$ cat src/rtl/interp.sv
// rtl/interp.sv - streaming linear interpolator, signed integer samples in, fixed-point stream out
module interp #(
   parameter int DW = 16,
   parameter int FW = 8,
   parameter int K  = 2
) (
   input  logic               clk,
   input  logic               rst,
   input  logic               in_valid,
   output logic               in_ready,
   input  logic [DW-FW-1:0]   in_data,
   output logic               out_valid,
   input  logic               out_ready,
   output logic [DW-1:0]      out_data
);

   localparam int IW = DW - FW;
   localparam logic [K:0] ILAST = (K+1)'((2**K) - 1);

   typedef enum logic [1:0] {EMPTY, IDLE, RUN} state_t;

   state_t            state, state_next;
   logic [IW-1:0]     x0, x0_next;
   logic [DW:0]       acc, step;
   logic [K:0]        i;
   logic [IW:0]       delta;
   logic [DW:0]       delta_ext, step_new, acc_start, acc_inc;
   logic              in_fire, out_fire, last;

   assign in_ready = (state != RUN);
   assign in_fire  = in_valid & in_ready;
   assign out_fire = out_valid & out_ready;
   assign last     = (i == ILAST);

   // One extra bit on delta and acc keeps every intermediate exact.
   assign delta     = {in_data[IW-1], in_data} - {x0[IW-1], x0};
   assign delta_ext = {{FW{delta[IW]}}, delta};
   assign step_new  = delta_ext << (FW - K);
   assign acc_start = {x0[IW-1], x0, {FW{1'b0}}};
   assign acc_inc   = acc + step;

   always_comb begin
      state_next = state;
      case (state)
         EMPTY:   if (in_fire) state_next = IDLE;
         IDLE:    if (in_fire) state_next = RUN;
         RUN:     if (out_fire && last) state_next = IDLE;
         default: state_next = EMPTY;
      endcase
   end

   always_ff @(posedge clk) begin
      if (rst) begin
         state     <= EMPTY;
         x0        <= '0;
         x0_next   <= '0;
         acc       <= '0;
         step      <= '0;
         i         <= '0;
         out_valid <= 1'b0;
         out_data  <= '0;
      end else begin
         state <= state_next;
         case (state)
            EMPTY: begin
               if (in_fire) x0 <= in_data;
            end
            IDLE: begin
               if (in_fire) begin
                  acc       <= acc_start;
                  step      <= step_new;
                  out_data  <= acc_start[DW-1:0];
                  out_valid <= 1'b1;
                  i         <= '0;
                  x0_next   <= in_data;
               end
            end
            RUN: begin
               if (out_fire) begin
                  if (!last) begin
                     acc      <= acc_inc;
                     out_data <= acc_inc[DW-1:0];
                     i        <= i + 1'b1;
                  end else begin
                     out_valid <= 1'b0;
                     x0        <= x0_next;
                  end
               end
            end
            default: ;
         endcase
      end
   end

endmodule

$ cat config.mk
export PLATFORM = sky130hd
export DESIGN_NAME = interp
export DESIGN_NICKNAME = d
export VERILOG_FILES = /design/src/rtl/interp.sv
export SDC_FILE = /design/constraint.sdc
export NUM_CORES = 1
export LEC_CHECK = 0
export BUFFER_PORTS_ARGS = -buffer_cell sky130_fd_sc_hd__clkbuf_2
export CAP_MARGIN = 40
export CORE_MARGIN = 2
export CORE_UTILIZATION = 35
export DETAILED_ROUTE_END_ITERATION = 12
export MAX_ROUTING_LAYER = met4
export PLACE_DENSITY = 0.62
export SETUP_SLACK_MARGIN = 0.2
export SLEW_MARGIN = 10
export SYNTH_ARGS = -nofsm -noshare
export SYNTH_HDL_FRONTEND = slang
export SYNTH_SLANG_ARGS = --single-unit
$ cat constraint.sdc
create_clock -name clk -period 2.4 [get_ports clk]
set_input_delay 0.36 -clock clk [delete_from_list [all_inputs] [get_ports clk]]
set_output_delay 0.36 -clock clk [all_outputs]
set_load 0.02 [all_outputs]
==> tab_implementation.tex, run 1 <==
\begin{tabular}{lr}
\hline
Metric & Value \\
\hline
\multicolumn{2}{l}{\textbf{Placed design}} \\
\quad Pre-CTS setup slack & 0.218 ns \\
\quad Post-Place Cells & 443 \\
\quad Detailed-placement wirelength estimate & 4580 um \\
\quad Final GP Congestion & 0.932 \\
\quad Buffers on Ports & 23 \\
\quad Placed instance area & 2760 um2 \\
\multicolumn{2}{l}{\textbf{Detailed routing}} \\
\quad Violation count after the first detailed-routing iteration & 118 \\
\quad Post-detailed-route count of antenna-violating nets & 0 \\
\quad DRC violations left & 0 \\
\quad Routed vias/inst & 5.30 \\
\quad Total wire length after detailed routing & 6420 um \\
\quad Number of optimization iterations in the first detailed-route pass & 5 \\
\quad Routed len/inst & 14.2 um \\
\quad Vias & 2390 \\
\multicolumn{2}{l}{\textbf{Finish}} \\
\quad Most frequent standard cell in the layout excluding fill and tap cells & sky130\_fd\_sc\_hd\_\_nand2\_1 \\
\quad Diodes inserted & 0 \\
\quad Most frequent cells in the layout & sky130\_fd\_sc\_hd\_\_nand2\_1 (51), sky130\_fd\_sc\_hd\_\_dfxtp\_1 (41), sky130\_fd\_sc\_hd\_\_a21oi\_1 (31) \\
\quad Layout cell share with drive strength beyond 1 & 0.131 \\
\quad Nets & 384 \\
\quad Final non-filler cell total & 451 \\
\quad Post-route standard cell area excluding fillers & 2840 um2 \\
\quad Area growth syn-to-layout & 10.2\% \\
\quad Filler instances & 771 \\
\quad Final design utilization & 0.396 \\
\multicolumn{2}{l}{\textbf{Timing}} \\
\quad Final setup skew & 0.0102 ns \\
\quad Hold Vio Cnt, Final & 0 \\
\quad Post-route setup TNS & 0 ns \\
\quad Final Setup Violations & 0 \\
\quad Worst Slack Setup Final & 0.345 ns \\
\quad Final count of pins violating max slew & 0 \\
\quad Worst-case hold slack & 0.288 ns \\
\quad Setup repair after global routing missed its margin & false \\
\quad Min Tclk post-route & 2.06 ns \\
\quad Final worst-path cycle share & 0.856 \\
\quad Max frequency & 0.487 GHz \\
\quad Worst slew pin tran & 0.629 ns \\
\quad Max-slew headroom & 0.581 \\
\multicolumn{2}{l}{\textbf{Global route}} \\
\quad Antenna violations before repair & 0 \\
\quad Global-route total usage across every layer & 0.169 \\
\quad GR Overflow Total & 0 \\
\quad First-pass GRT wire length & 10800 um \\
\quad Pin count of the biggest net entering global routing & 28 \\
\quad Number of global-route vias before repair & 2226 \\
\multicolumn{2}{l}{\textbf{Logic synthesis}} \\
\quad Main synth FF type & sky130\_fd\_sc\_hd\_\_dfxtp\_1 \\
\quad Post-synth EDFFs & 0 \\
\quad Adder-Cell Fraction of Synth Area & 0.108 \\
\quad Share of synthesized area spent on multiplexers & 0.00776 \\
\quad Combinational family with the most area after synthesis & simple AND/OR/NAND/NOR gates \\
\quad Number of library cell types mapped by synthesis & 53 \\
\quad Cell type contributing the most total cell area after synthesis & sky130\_fd\_sc\_hd\_\_dfxtp\_1 \\
\quad Ys Warns & 0 \\
\quad Post-Synth XOR/XNOR Area & 0.00679 \\
\quad Synthesized netlist cell count & 332 \\
\quad Share of async-settable or async-resettable flops after synthesis & 0 \\
\quad Area of the mapped netlist & 2580 um2 \\
\quad Area fraction in compound gates after synthesis & 0.232 \\
\quad Part of the Yosys area used for sequential elements & 0.318 \\
\quad Simple-gate share of the synthesized area & 0.238 \\
\quad Largest cells by area after synthesis & sky130\_fd\_sc\_hd\_\_dfxtp\_1 (32\%), sky130\_fd\_sc\_hd\_\_ha\_1 (9.2\%), sky130\_fd\_sc\_hd\_\_nand2\_1 (7.4\%) \\
\quad Fraction of synthesized cell area taken by the top area cell type & 0.318 \\
\quad Seq cells post-synth & 41 \\
\quad Synthesized area per cell & 7.77 um2 \\
\multicolumn{2}{l}{\textbf{Setup path}} \\
\quad Worst stage delay on the critical path & 0.42 ns \\
\quad Endpoint of the lowest-slack register-to-register path & step[12] \\
\quad Cell Chain, Critical Path & ha\_1 > fa\_1 > nor2b\_1 > o31a\_1 > o21ai\_0 > a2111o\_1 > o311ai\_0 \\
\quad Last element of the critical path & step[12] \\
\quad Crit path DAT & 2.26 ns \\
\quad Critical-path maximum fanout & 3 \\
\quad Startpoint of the lowest-slack register-to-register path & x0[0] \\
\quad Logic depth of the worst register-to-register path & 7 \\
\quad Worst path required time & 2.61 ns \\
\quad CP startpoint & x0[0] \\
\quad Type of destination of the critical path & register \\
\quad Critical path start-end classification & register to register \\
\quad Crit-path slowest cell & sky130\_fd\_sc\_hd\_\_a2111o\_1 \\
\quad Flop2flop setup slack & 0.34 ns \\
\quad Kind of start point of the critical path & register \\
\multicolumn{2}{l}{\textbf{Clocking}} \\
\quad Skew-Pair Late Insertion Delay & 0.31 ns \\
\quad Number of H-tree levels & 2 \\
\quad CTS Buf Count & 5 \\
\quad Count of clock tree sinks & 41 \\
\quad Number of buffers on the longest clock path & 2 \\
\quad Post-CTS clock slew at the launch and capture registers of the worst setup and hold paths & 0.09 ns \\
\quad Quantity of hold-fixing buffers added after cts & 0 \\
\quad TritonCTS clock tree & yes \\
\quad Post\_cts resized & 0 \\
\quad Cell at the root of the clock tree & sky130\_fd\_sc\_hd\_\_clkbuf\_8 \\
\quad Number of setup buffers added after CTS & 0 \\
\multicolumn{2}{l}{\textbf{Power and ir drop}} \\
\quad Power per standard cell area & 553 nW/um2 \\
\quad Sequential power share & 0.480 \\
\quad Leak Pwr & 1.11 nW \\
\quad VDD IR max & 216 uV \\
\quad Overall power & 1.57 mW \\
\quad Sw Pwr & 0.512 mW \\
\quad Cell-internal power & 1.06 mW \\
\quad Share of power burned in combinational logic & 0.223 \\
\quad Sw Share & 0.326 \\
\quad Portion of total power attributed to the clock network & 0.297 \\
\multicolumn{2}{l}{\textbf{Floorplan}} \\
\quad Die height & 89.9 um \\
\quad Total Die Area & 8070 um2 \\
\quad Die width & 89.9 um \\
\quad Number of rows created at floorplan & 31 \\
\quad Effective utilization at floorplan & 0.360 \\
\quad Number of primary I/O pins & 30 \\
\quad Core outline area & 7180 um2 \\
\multicolumn{2}{l}{\textbf{Worst hold path}} \\
\quad Worst hold path startpoint & in\_data[0] \\
\quad Type of the most critical hold path & primary input to register \\
\multicolumn{2}{l}{\textbf{Flow run}} \\
\quad Number of violations of the max-capacitance limit & 0 \\
\multicolumn{2}{l}{\textbf{Status}} \\
\quad Result of the run & finished clean \\
\hline
\end{tabular}
[cell families (layout without fill, tap and decap cells)]
logic type,after synthesis,in the layout
and+or+nand+nor,127,127
adders and majority gates,21,21
muxes,2,2
DFF,41,41
buffers and inverters,47,62
xor gates and xnor gates,2,2
other,1,6
AOI/OAI and AO/OA,91,91
[sequential cells by signal (all words and copies together), names as in the netlist]
name       flops
out_valid      1
i              3
x0_next        8
x0             8
step           9
state          2
out_data       9
acc            1
[power by group through the flow]
stage          clock network, mW  logic (mW)  registers (mW)
2_1_floorplan                  0       0.262           0.769
3_3_place_gp                   0       0.343           0.770
3_5_place_dp                   0       0.347           0.770
4_1_cts                    0.481       0.350           0.754
5_1_grt                    0.513       0.394           0.761
6_report                   0.467       0.350           0.754
[layout make-up]
type                    count  area, um2  area share
multi-input cells         249       1550       0.545
well taps                  99        124      0.0436
repair buffers             31        175      0.0616
clock buffers               6       72.6      0.0255
inverters                  23       86.3      0.0304
clock inverters             2       15.0     0.00528
flip-flops and latches     41        821       0.289
[cell usage after synthesis (all sizes together) (3+ instances only)]
library cell	n
inv	23
o22ai	3
a31oi	4
a21oi	31
clkbuf	11
o21ai	14
nand4	5
or3	3
buf	13
a211oi	9
a311oi	8
nand3	12
nor2b	6
o21a	6
dfxtp	41
nor2	25
o211ai	3
nand2	51
nor3	8
ha	19
[how the worst min path moves through the flow]
stage | end | slack, ns | depth (start not counted)
floorplan | step[8] | 0.44 | 2
global placement | x0_next[1] | 0.44 | 2
detailed placement | x0_next[7] | 0.45 | 2
CTS | x0_next[0] | 0.29 | 3
global route | x0_next[0] | 0.30 | 3
finish | x0_next[0] | 0.29 | 3
[worst max-delay path, delay by kind of cell (launching register included)]
kind,cells,cell delay (ns)
AO/OA/AOI/OAI,4,0.79
AND/OR/NAND/NOR,1,0.19
adder cells (fa/ha/maj),2,0.62
flip-flops,1,0.35
[routing by layer]
layer | GRT usage | vias to the layer above | part of all wire
met3 | 0.0327 | 8 | 0.052
met1 | 0.221 | 1092 | 0.48
li1 | - | 1214 | -
met2 | 0.259 | 76 | 0.45
met5 | - | - | 0
met4 | 0.0654 | 0 | 0.016
Power figures use the tool's default switching activity.
==> run 2: changes to the inputs <==
--- a/config.mk
+++ b/config.mk
@@ -8,10 +8,10 @@
 export BUFFER_PORTS_ARGS = -buffer_cell sky130_fd_sc_hd__clkbuf_2
 export CAP_MARGIN = 40
 export CORE_MARGIN = 2
-export CORE_UTILIZATION = 35
+export CORE_UTILIZATION = 30
 export DETAILED_ROUTE_END_ITERATION = 12
 export MAX_ROUTING_LAYER = met4
-export PLACE_DENSITY = 0.62
+export PLACE_DENSITY = 0.57
 export SETUP_SLACK_MARGIN = 0.2
 export SLEW_MARGIN = 10
 export SYNTH_ARGS = -nofsm -noshare
==> run 2 against run 1 <==
Effect of this change: sequential share of layout area down 0.23 points; combinational power about the same; hold slack better by 0.018 ns; final area increased by 0.79%; maximum frequency rose by 0.32%; highest routed layer unchanged; global-route usage down 2.4 points; routed wire length shrank 0.45%; utilization down 4.9 points; non-clock buffer count rose by 1.
==> tab_implementation.tex, run 2 (synthesis gave the netlist of run 1 again) <==
\begin{tabular}{lr}
\hline
Metric & Value \\
\hline
\multicolumn{2}{l}{\textbf{Status}} \\
\quad Result of the run & finished clean \\
\multicolumn{2}{l}{\textbf{Setup path}} \\
\quad Cell Chain, Critical Path & ha\_1 > inv\_1 > fa\_1 > nor2b\_4 > o31a\_1 > or4b\_1 > a21oi\_1 > o221a\_2 \\
\quad Crit path DAT & 2.30 ns (+0.04 ns) \\
\quad Crit-path slowest cell & sky130\_fd\_sc\_hd\_\_or4b\_1 \\
\quad Critical path start-end classification & register to register \\
\quad Critical-path maximum fanout & 4 (+1) \\
\quad Flop2flop setup slack & 0.35 ns (about the same) \\
\quad Endpoint of the lowest-slack register-to-register path & out\_data[12] \\
\quad Type of destination of the critical path & register \\
\quad Startpoint of the lowest-slack register-to-register path & out\_data[6] \\
\quad CP startpoint & out\_data[6] \\
\quad Worst path required time & 2.65 ns (+0.04 ns) \\
\quad Kind of start point of the critical path & register \\
\quad Last element of the critical path & out\_data[12] \\
\quad Worst stage delay on the critical path & 0.48 ns (+0.06 ns) \\
\quad Logic depth of the worst register-to-register path & 8 (+1) \\
\multicolumn{2}{l}{\textbf{Timing}} \\
\quad Final Setup Violations & 0 (unchanged) \\
\quad Final worst-path cycle share & 0.854 (-0.00275) \\
\quad Setup repair after global routing missed its margin & false \\
\quad Hold Vio Cnt, Final & 0 (unchanged) \\
\quad Final setup skew & 0.00723 ns (-0.00296 ns) \\
\quad Post-route setup TNS & 0 ns (unchanged) \\
\quad Final count of pins violating max slew & 0 (unchanged) \\
\quad Min Tclk post-route & 2.05 ns (-0.00660 ns) \\
\quad Max frequency & 0.488 GHz (+0.32\%) \\
\multicolumn{2}{l}{\textbf{Detailed routing}} \\
\quad Routed vias/inst & 5.12 (-3.4\%) \\
\quad Violation count after the first detailed-routing iteration & 104 (-12\%) \\
\quad Total wire length after detailed routing & 6390 um (-0.45\%) \\
\quad Routed len/inst & 14.0 um (-2.0\%) \\
\quad Vias & 2344 (-1.9\%) \\
\quad Number of optimization iterations in the first detailed-route pass & 4 (-1) \\
\quad Post-detailed-route count of antenna-violating nets & 0 (unchanged) \\
\quad DRC violations left & 0 (unchanged) \\
\multicolumn{2}{l}{\textbf{Placed design}} \\
\quad Detailed-placement wirelength estimate & 4680 um (+2.2\%) \\
\quad Final GP Congestion & 0.959 (+2.9\%) \\
\quad Buffers on Ports & 23 (unchanged) \\
\quad Post-Place Cells & 448 (+1.1\%) \\
\multicolumn{2}{l}{\textbf{Global route}} \\
\quad Global-route total usage across every layer & 0.145 (-0.0236) \\
\quad Number of global-route vias before repair & 2197 (-1.3\%) \\
\quad First-pass GRT wire length & 10900 um (+0.89\%) \\
\quad GR Overflow Total & 0 (unchanged) \\
\quad Antenna violations before repair & 0 (unchanged) \\
\quad Pin count of the biggest net entering global routing & 24 (-14\%) \\
\multicolumn{2}{l}{\textbf{Flow run}} \\
\quad Number of violations of the max-capacitance limit & 0 (unchanged) \\
\multicolumn{2}{l}{\textbf{Finish}} \\
\quad Most frequent standard cell in the layout excluding fill and tap cells & sky130\_fd\_sc\_hd\_\_nand2\_1 \\
\quad Final design utilization & 0.347 (-0.0492) \\
\quad Nets & 385 (+0.26\%) \\
\quad Footprint of the multi-input gates & 1560 um2 (+0.48\%) \\
\quad Most frequent cells in the layout & sky130\_fd\_sc\_hd\_\_nand2\_1 (51), sky130\_fd\_sc\_hd\_\_dfxtp\_1 (41), sky130\_fd\_sc\_hd\_\_a21oi\_1 (31) \\
\quad Biggest regs & out\_data: 9 flops, step: 9 flops \\
\quad Register cell area after layout & 821 um2 (unchanged) \\
\quad Diodes inserted & 0 (unchanged) \\
\quad Area growth syn-to-layout & 11.1\% \\
\quad Filler instances & 917 (+19\%) \\
\quad Final non-filler cell total & 458 (+1.6\%) \\
\quad Layout cell share with drive strength beyond 1 & 0.133 (+0.00246) \\
\multicolumn{2}{l}{\textbf{Clocking}} \\
\quad Number of buffers on the longest clock path & 2 (unchanged) \\
\quad Quantity of hold-fixing buffers added after cts & 0 (unchanged) \\
\quad Post-CTS clock slew at the launch and capture registers of the worst setup and hold paths & 0.09 ns (about the same) \\
\quad Cell at the root of the clock tree & sky130\_fd\_sc\_hd\_\_clkbuf\_8 \\
\quad Number of H-tree levels & 2 (unchanged) \\
\quad Count of clock tree sinks & 41 (unchanged) \\
\quad CTS Buf Count & 5 (unchanged) \\
\quad TritonCTS clock tree & yes \\
\quad Skew-Pair Late Insertion Delay & 0.30 ns (about the same) \\
\multicolumn{2}{l}{\textbf{Power and ir drop}} \\
\quad Power per standard cell area & 550 nW/um2 (-0.55\%) \\
\quad Overall power & 1.57 mW (+0.23\%) \\
\quad Leak Pwr & 1.12 nW (+0.60\%) \\
\quad VDD IR max & 243 uV (+13\%) \\
\multicolumn{2}{l}{\textbf{Floorplan}} \\
\quad Number of primary I/O pins & 30 (unchanged) \\
\quad Core outline area & 8260 um2 (+15\%) \\
\quad Die height & 96.7 um (+7.7\%) \\
\quad Die width & 96.7 um (+7.7\%) \\
\quad Total Die Area & 9360 um2 (+16\%) \\
\quad Effective utilization at floorplan & 0.312 (-0.0471) \\
\quad Number of rows created at floorplan & 33 (+6.5\%) \\
\multicolumn{2}{l}{\textbf{Worst hold path}} \\
\quad Type of the most critical hold path & primary input to register \\
\hline
\end{tabular}
[run 2: cell types whose count changed in the layout (fill, tap and decap cells not counted)]
| cell | previous run | this run |
|---|---|---|
| sky130_fd_sc_hd__o21ai_2 | 1 | 0 |
| sky130_fd_sc_hd__buf_4 | 8 | 9 |
| sky130_fd_sc_hd__o21ai_4 | 0 | 1 |
[run 2: how the worst min path moves through the flow]
stage | cells after the start | from | end
5_1_grt | 3 | in_data[4] | x0_next[4]
2_1_floorplan | 2 | step[8] | step[8]
6_report | 3 | in_data[3] | x0_next[3]
3_5_place_dp | 2 | x0_next[2] | x0_next[2]
4_1_cts | 3 | in_data[3] | x0_next[3]
3_3_place_gp | 2 | x0_next[3] | x0_next[3]
[run 2: stage by stage]
step | cell area [um2] | hold slack (ns) | setup slack (ns)
6_report | 2870 | 0.306 | 0.351
3_3_place_gp | 2760 | 0.443 | 0.268
5_1_grt | 2870 | 0.321 | 0.211
2_1_floorplan | 2600 | 0.436 | 0.404
3_5_place_dp | 2760 | 0.448 | 0.228
4_1_cts | 2840 | 0.303 | 0.319
[run 2: cell type report]
cell class,count,area share
Multi-Input combinational cell,249,0.543
Sequential cell,41,0.286
Timing Repair Buffer,32,0.0638
Tap cell,105,0.0459
Inverter,23,0.0301
Clock buffer,6,0.0253
Clock inverter,2,0.00524
[run 2: power breakdown]
| group | leakage (nW) | total, mW | switching, mW | internal, mW |
|---|---|---|---|---|
| Combinational | 0.747 | 0.349 | 0.213 | 0.136 |
| Clock | 0.0374 | 0.471 | 0.266 | 0.205 |
| Sequential | 0.334 | 0.755 | 0.0359 | 0.719 |
| Total | 1.12 | 1.57 | 0.514 | 1.06 |
[run 2: repair_timing]
| action | CTS | global route |
|---|---|---|
| resized for setup | 0 | 1 |
| endpoints found under the setup margin | 0 | 2 |
| setup buffers | 0 | 2 |
[run 2: per-layer routing]
metal	GRT usage	share of wire	vias up
li1	-	-	1210
met3	0.0282	0.067	8
met4	0.0358	0.010	0
met2	0.222	0.44	54
met5	-	0	-
met1	0.199	0.48	1072
[run 2: worst max-delay path: cells and delay by family, from the launching register on]
kind / cells / cell delay [ns]
AOI/OAI and AO/OA: 3 / 0.63
buffers and inverters: 1 / 0.07
adders and majority gates: 2 / 0.43
DFF: 1 / 0.33
and+or+nand+nor: 2 / 0.54
==> run 3: changes to the inputs <==
--- a/config.mk
+++ b/config.mk
@@ -7,11 +7,14 @@
 export LEC_CHECK = 0
 export BUFFER_PORTS_ARGS = -buffer_cell sky130_fd_sc_hd__clkbuf_2
 export CAP_MARGIN = 40
+export CELL_PAD_IN_SITES_DETAIL_PLACEMENT = 0
+export CELL_PAD_IN_SITES_GLOBAL_PLACEMENT = 1
 export CORE_MARGIN = 2
 export CORE_UTILIZATION = 30
 export DETAILED_ROUTE_END_ITERATION = 12
 export MAX_ROUTING_LAYER = met4
-export PLACE_DENSITY = 0.57
+export PLACE_DENSITY = 0.69
+export RECOVER_POWER = 50
 export SETUP_SLACK_MARGIN = 0.2
 export SLEW_MARGIN = 10
 export SYNTH_ARGS = -nofsm -noshare
==> constraint.sdc (replaced) <==
create_clock -name clk -period 1.9 [get_ports clk]
set_input_delay 0.285 -clock clk [delete_from_list [all_inputs] [get_ports clk]]
set_output_delay 0.285 -clock clk [all_outputs]
set_load 0.02 [all_outputs]
==> run 3 against run 2 <==
Effect of this change: maximum frequency rose by 5.4%; sequential share of layout area decreased by 3.6 points; final area rose by 18%; global-route usage increased by 2.3 points; critical path type unchanged; the flow now finishes with violations (negative setup slack); die area is the same; sequential cell count did not move; utilization increased by 6.1 points; critical path depth stayed put; total power rose by 45%.
==> tab_implementation.tex, run 3 (synthesis gave the netlist of run 1 again) <==
\begin{tabular}{lr}
\hline
Metric & Value \\
\hline
\multicolumn{2}{l}{\textbf{Floorplan}} \\
\quad Die width & 96.7 um (unchanged) \\
\quad Effective utilization at floorplan & 0.312 (unchanged) \\
\quad Die height & 96.7 um (unchanged) \\
\quad Core outline area & 8260 um2 (unchanged) \\
\quad Number of primary I/O pins & 30 (unchanged) \\
\quad Total Die Area & 9360 um2 (unchanged) \\
\quad Number of rows created at floorplan & 33 (unchanged) \\
\multicolumn{2}{l}{\textbf{Finish}} \\
\quad Area growth syn-to-layout & 30.6\% \\
\quad Biggest regs & out\_data: 9 flops, step: 9 flops \\
\quad Most frequent cells in the layout & sky130\_fd\_sc\_hd\_\_nand2\_1 (50), sky130\_fd\_sc\_hd\_\_buf\_4 (28), sky130\_fd\_sc\_hd\_\_dfxtp\_1 (27) \\
\quad Diodes inserted & 0 (unchanged) \\
\quad Filler instances & 883 (-3.7\%) \\
\quad Most frequent standard cell in the layout excluding fill and tap cells & sky130\_fd\_sc\_hd\_\_nand2\_1 \\
\quad Layout cell share with drive strength beyond 1 & 0.310 (+0.177) \\
\quad Nets & 416 (+8.1\%) \\
\quad Post-route standard cell area excluding fillers & 3370 um2 (+18\%) \\
\multicolumn{2}{l}{\textbf{Timing}} \\
\quad Worst-case hold slack & 0.226 ns (-0.0802 ns) \\
\quad Final setup skew & 0.00661 ns (-0.000616 ns) \\
\quad Final Setup Violations & 1 (+1) \\
\quad Hold Vio Cnt, Final & 0 (unchanged) \\
\quad Min Tclk post-route & 1.94 ns (-0.105 ns) \\
\quad Final worst-path cycle share & 1.02 (+0.169) \\
\quad Worst Slack Setup Final & -0.0435 ns (-0.395 ns) \\
\quad Final count of pins violating max slew & 0 (unchanged) \\
\quad Setup repair after global routing missed its margin & true \\
\quad Max frequency & 0.515 GHz (+5.4\%) \\
\quad Post-route setup TNS & -0.0435 ns (-0.0435 ns) \\
\multicolumn{2}{l}{\textbf{Placed design}} \\
\quad Final GP Congestion & 0.913 (-4.9\%) \\
\quad Placed instance area & 2950 um2 (+7.1\%) \\
\quad Pre-CTS setup slack & -0.0688 ns (-0.297 ns) \\
\quad Detailed-placement wirelength estimate & 5170 um (+10\%) \\
\quad Buffers on Ports & 23 (unchanged) \\
\multicolumn{2}{l}{\textbf{Setup path}} \\
\quad Crit path DAT & 2.20 ns (-0.10 ns) \\
\quad Endpoint of the lowest-slack register-to-register path & out\_data[12] \\
\quad CP startpoint & step[6] \\
\quad Worst path required time & 2.15 ns (-0.50 ns) \\
\quad Critical path start-end classification & register to register \\
\quad Critical-path maximum fanout & 2 (-2) \\
\quad Flop2flop setup slack & -0.04 ns (-0.39 ns) \\
\quad Last element of the critical path & out\_data[12] \\
\quad Kind of start point of the critical path & register \\
\quad Startpoint of the lowest-slack register-to-register path & step[6] \\
\quad Logic depth of the worst register-to-register path & 8 (unchanged) \\
\quad Type of destination of the critical path & register \\
\multicolumn{2}{l}{\textbf{Worst hold path}} \\
\quad Type of the most critical hold path & primary input to register \\
\quad Hold depth & 3 (unchanged) \\
\multicolumn{2}{l}{\textbf{Global route}} \\
\quad Pin count of the biggest net entering global routing & 25 (+4.2\%) \\
\quad GR Overflow Total & 0 (unchanged) \\
\quad Antenna violations before repair & 0 (unchanged) \\
\quad Global-route total usage across every layer & 0.169 (+0.0232) \\
\quad Number of global-route vias before repair & 2464 (+12\%) \\
\quad First-pass GRT wire length & 12300 um (+13\%) \\
\multicolumn{2}{l}{\textbf{Clocking}} \\
\quad TritonCTS clock tree & yes \\
\quad Post-CTS clock slew at the launch and capture registers of the worst setup and hold paths & 0.09 ns (about the same) \\
\quad Number of buffers on the longest clock path & 2 (unchanged) \\
\quad Quantity of hold-fixing buffers added after cts & 0 (unchanged) \\
\quad Skew-Pair Late Insertion Delay & 0.31 ns (about the same) \\
\quad Count of clock tree sinks & 41 (unchanged) \\
\quad Cell at the root of the clock tree & sky130\_fd\_sc\_hd\_\_clkbuf\_8 \\
\quad Number of H-tree levels & 2 (unchanged) \\
\quad CTS Buf Count & 5 (unchanged) \\
\multicolumn{2}{l}{\textbf{Detailed routing}} \\
\quad Violation count after the first detailed-routing iteration & 73 (-30\%) \\
\quad Number of optimization iterations in the first detailed-route pass & 4 (unchanged) \\
\quad Routed len/inst & 15.8 um (+13\%) \\
\quad Routed vias/inst & 5.16 (+0.73\%) \\
\quad Post-detailed-route count of antenna-violating nets & 0 (unchanged) \\
\quad Total wire length after detailed routing & 7700 um (+20\%) \\
\quad Vias & 2521 (+7.6\%) \\
\quad DRC violations left & 0 (unchanged) \\
\multicolumn{2}{l}{\textbf{Power and ir drop}} \\
\quad Leak Pwr & 1.30 nW (+16\%) \\
\quad VDD IR max & 328 uV (+35\%) \\
\quad Power per standard cell area & 677 nW/um2 (+23\%) \\
\multicolumn{2}{l}{\textbf{Status}} \\
\quad Violated checks & negative setup slack \\
\quad Result of the run & finished with violations \\
\multicolumn{2}{l}{\textbf{Flow run}} \\
\quad Number of violations of the max-capacitance limit & 0 (unchanged) \\
\hline
\end{tabular}
-- run 3: cell count changes in the layout (fill, tap and decap cells not counted), moves of 6 or more --
cell and change:
sky130_fd_sc_hd__dfxtp_2 +12, sky130_fd_sc_hd__a21oi_2 +6, sky130_fd_sc_hd__a21oi_1 -7, sky130_fd_sc_hd__clkbuf_1 +10, sky130_fd_sc_hd__buf_6 +7, sky130_fd_sc_hd__ha_1 -6
sky130_fd_sc_hd__dfxtp_1 -14, sky130_fd_sc_hd__buf_4 +19, sky130_fd_sc_hd__clkbuf_2 -7
-- run 3: how the worst min path moves through the flow --
| stage | startpoint | end | slack, ns |
|---|---|---|---|
| 2_1_floorplan | in_data[0] | x0_next[0] | 0.42 |
| 3_3_place_gp | x0_next[3] | x0_next[3] | 0.44 |
| 3_5_place_dp | x0_next[7] | x0_next[7] | 0.45 |
| 4_1_cts | in_data[5] | x0_next[5] | 0.22 |
| 5_1_grt | in_data[7] | x0_next[7] | 0.24 |
| 6_report | in_data[0] | x0_next[0] | 0.23 |
-- run 3: through the flow --
stage               utilization  power (mW)  cells
finish                    0.408        2.28    489
global route              0.408        2.40    489
CTS                       0.393        2.26    485
detailed placement        0.357        1.46    467
global placement          0.357        1.45    467
floorplan                     -        1.31    337
-- run 3: worst max-delay path: stages (launching register included) --
cell	delay, ns
sky130_fd_sc_hd__dfxtp_2	0.34
sky130_fd_sc_hd__ha_4	0.15
sky130_fd_sc_hd__inv_2	0.05
sky130_fd_sc_hd__fa_2	0.21
sky130_fd_sc_hd__nor2b_4	0.05
sky130_fd_sc_hd__o31a_1	0.25
sky130_fd_sc_hd__or4b_4	0.49
sky130_fd_sc_hd__a21oi_2	0.16
sky130_fd_sc_hd__o221a_2	0.20
-- run 3: area by class of cell --
class	instances	area, um2	area share
inverter	23	86.3	0.0256
clock buffer	6	72.6	0.0215
clock inverter	2	38.8	0.0115
timing repair buffer	63	437	0.130
tap	105	131	0.0390
sequential	41	843	0.250
multi-input combinational	249	1760	0.523
-- run 3: layer usage --
metal | GRT usage | up-vias | part of all wire
met4 | 0.0531 | 0 | 0.014
li1 | - | 1281 | -
met2 | 0.281 | 71 | 0.49
met1 | 0.205 | 1160 | 0.43
met5 | - | - | 0
met3 | 0.0340 | 9 | 0.067
-- run 3: repair_timing --
action                                  CTS  global route
gates resized for setup                  31            37
pin swaps                                19            20
endpoints found under the setup margin   25            28
gates cloned                              2             0
setup buffers                             8             4
-- run 3: power breakdown --
| group | switching (mW) | total, mW | internal [mW] | leakage [nW] |
|---|---|---|---|---|
| Combinational | 0.331 | 0.582 | 0.251 | 0.900 |
| Sequential | 0.0470 | 0.959 | 0.912 | 0.341 |
| Clock | 0.345 | 0.741 | 0.395 | 0.0554 |
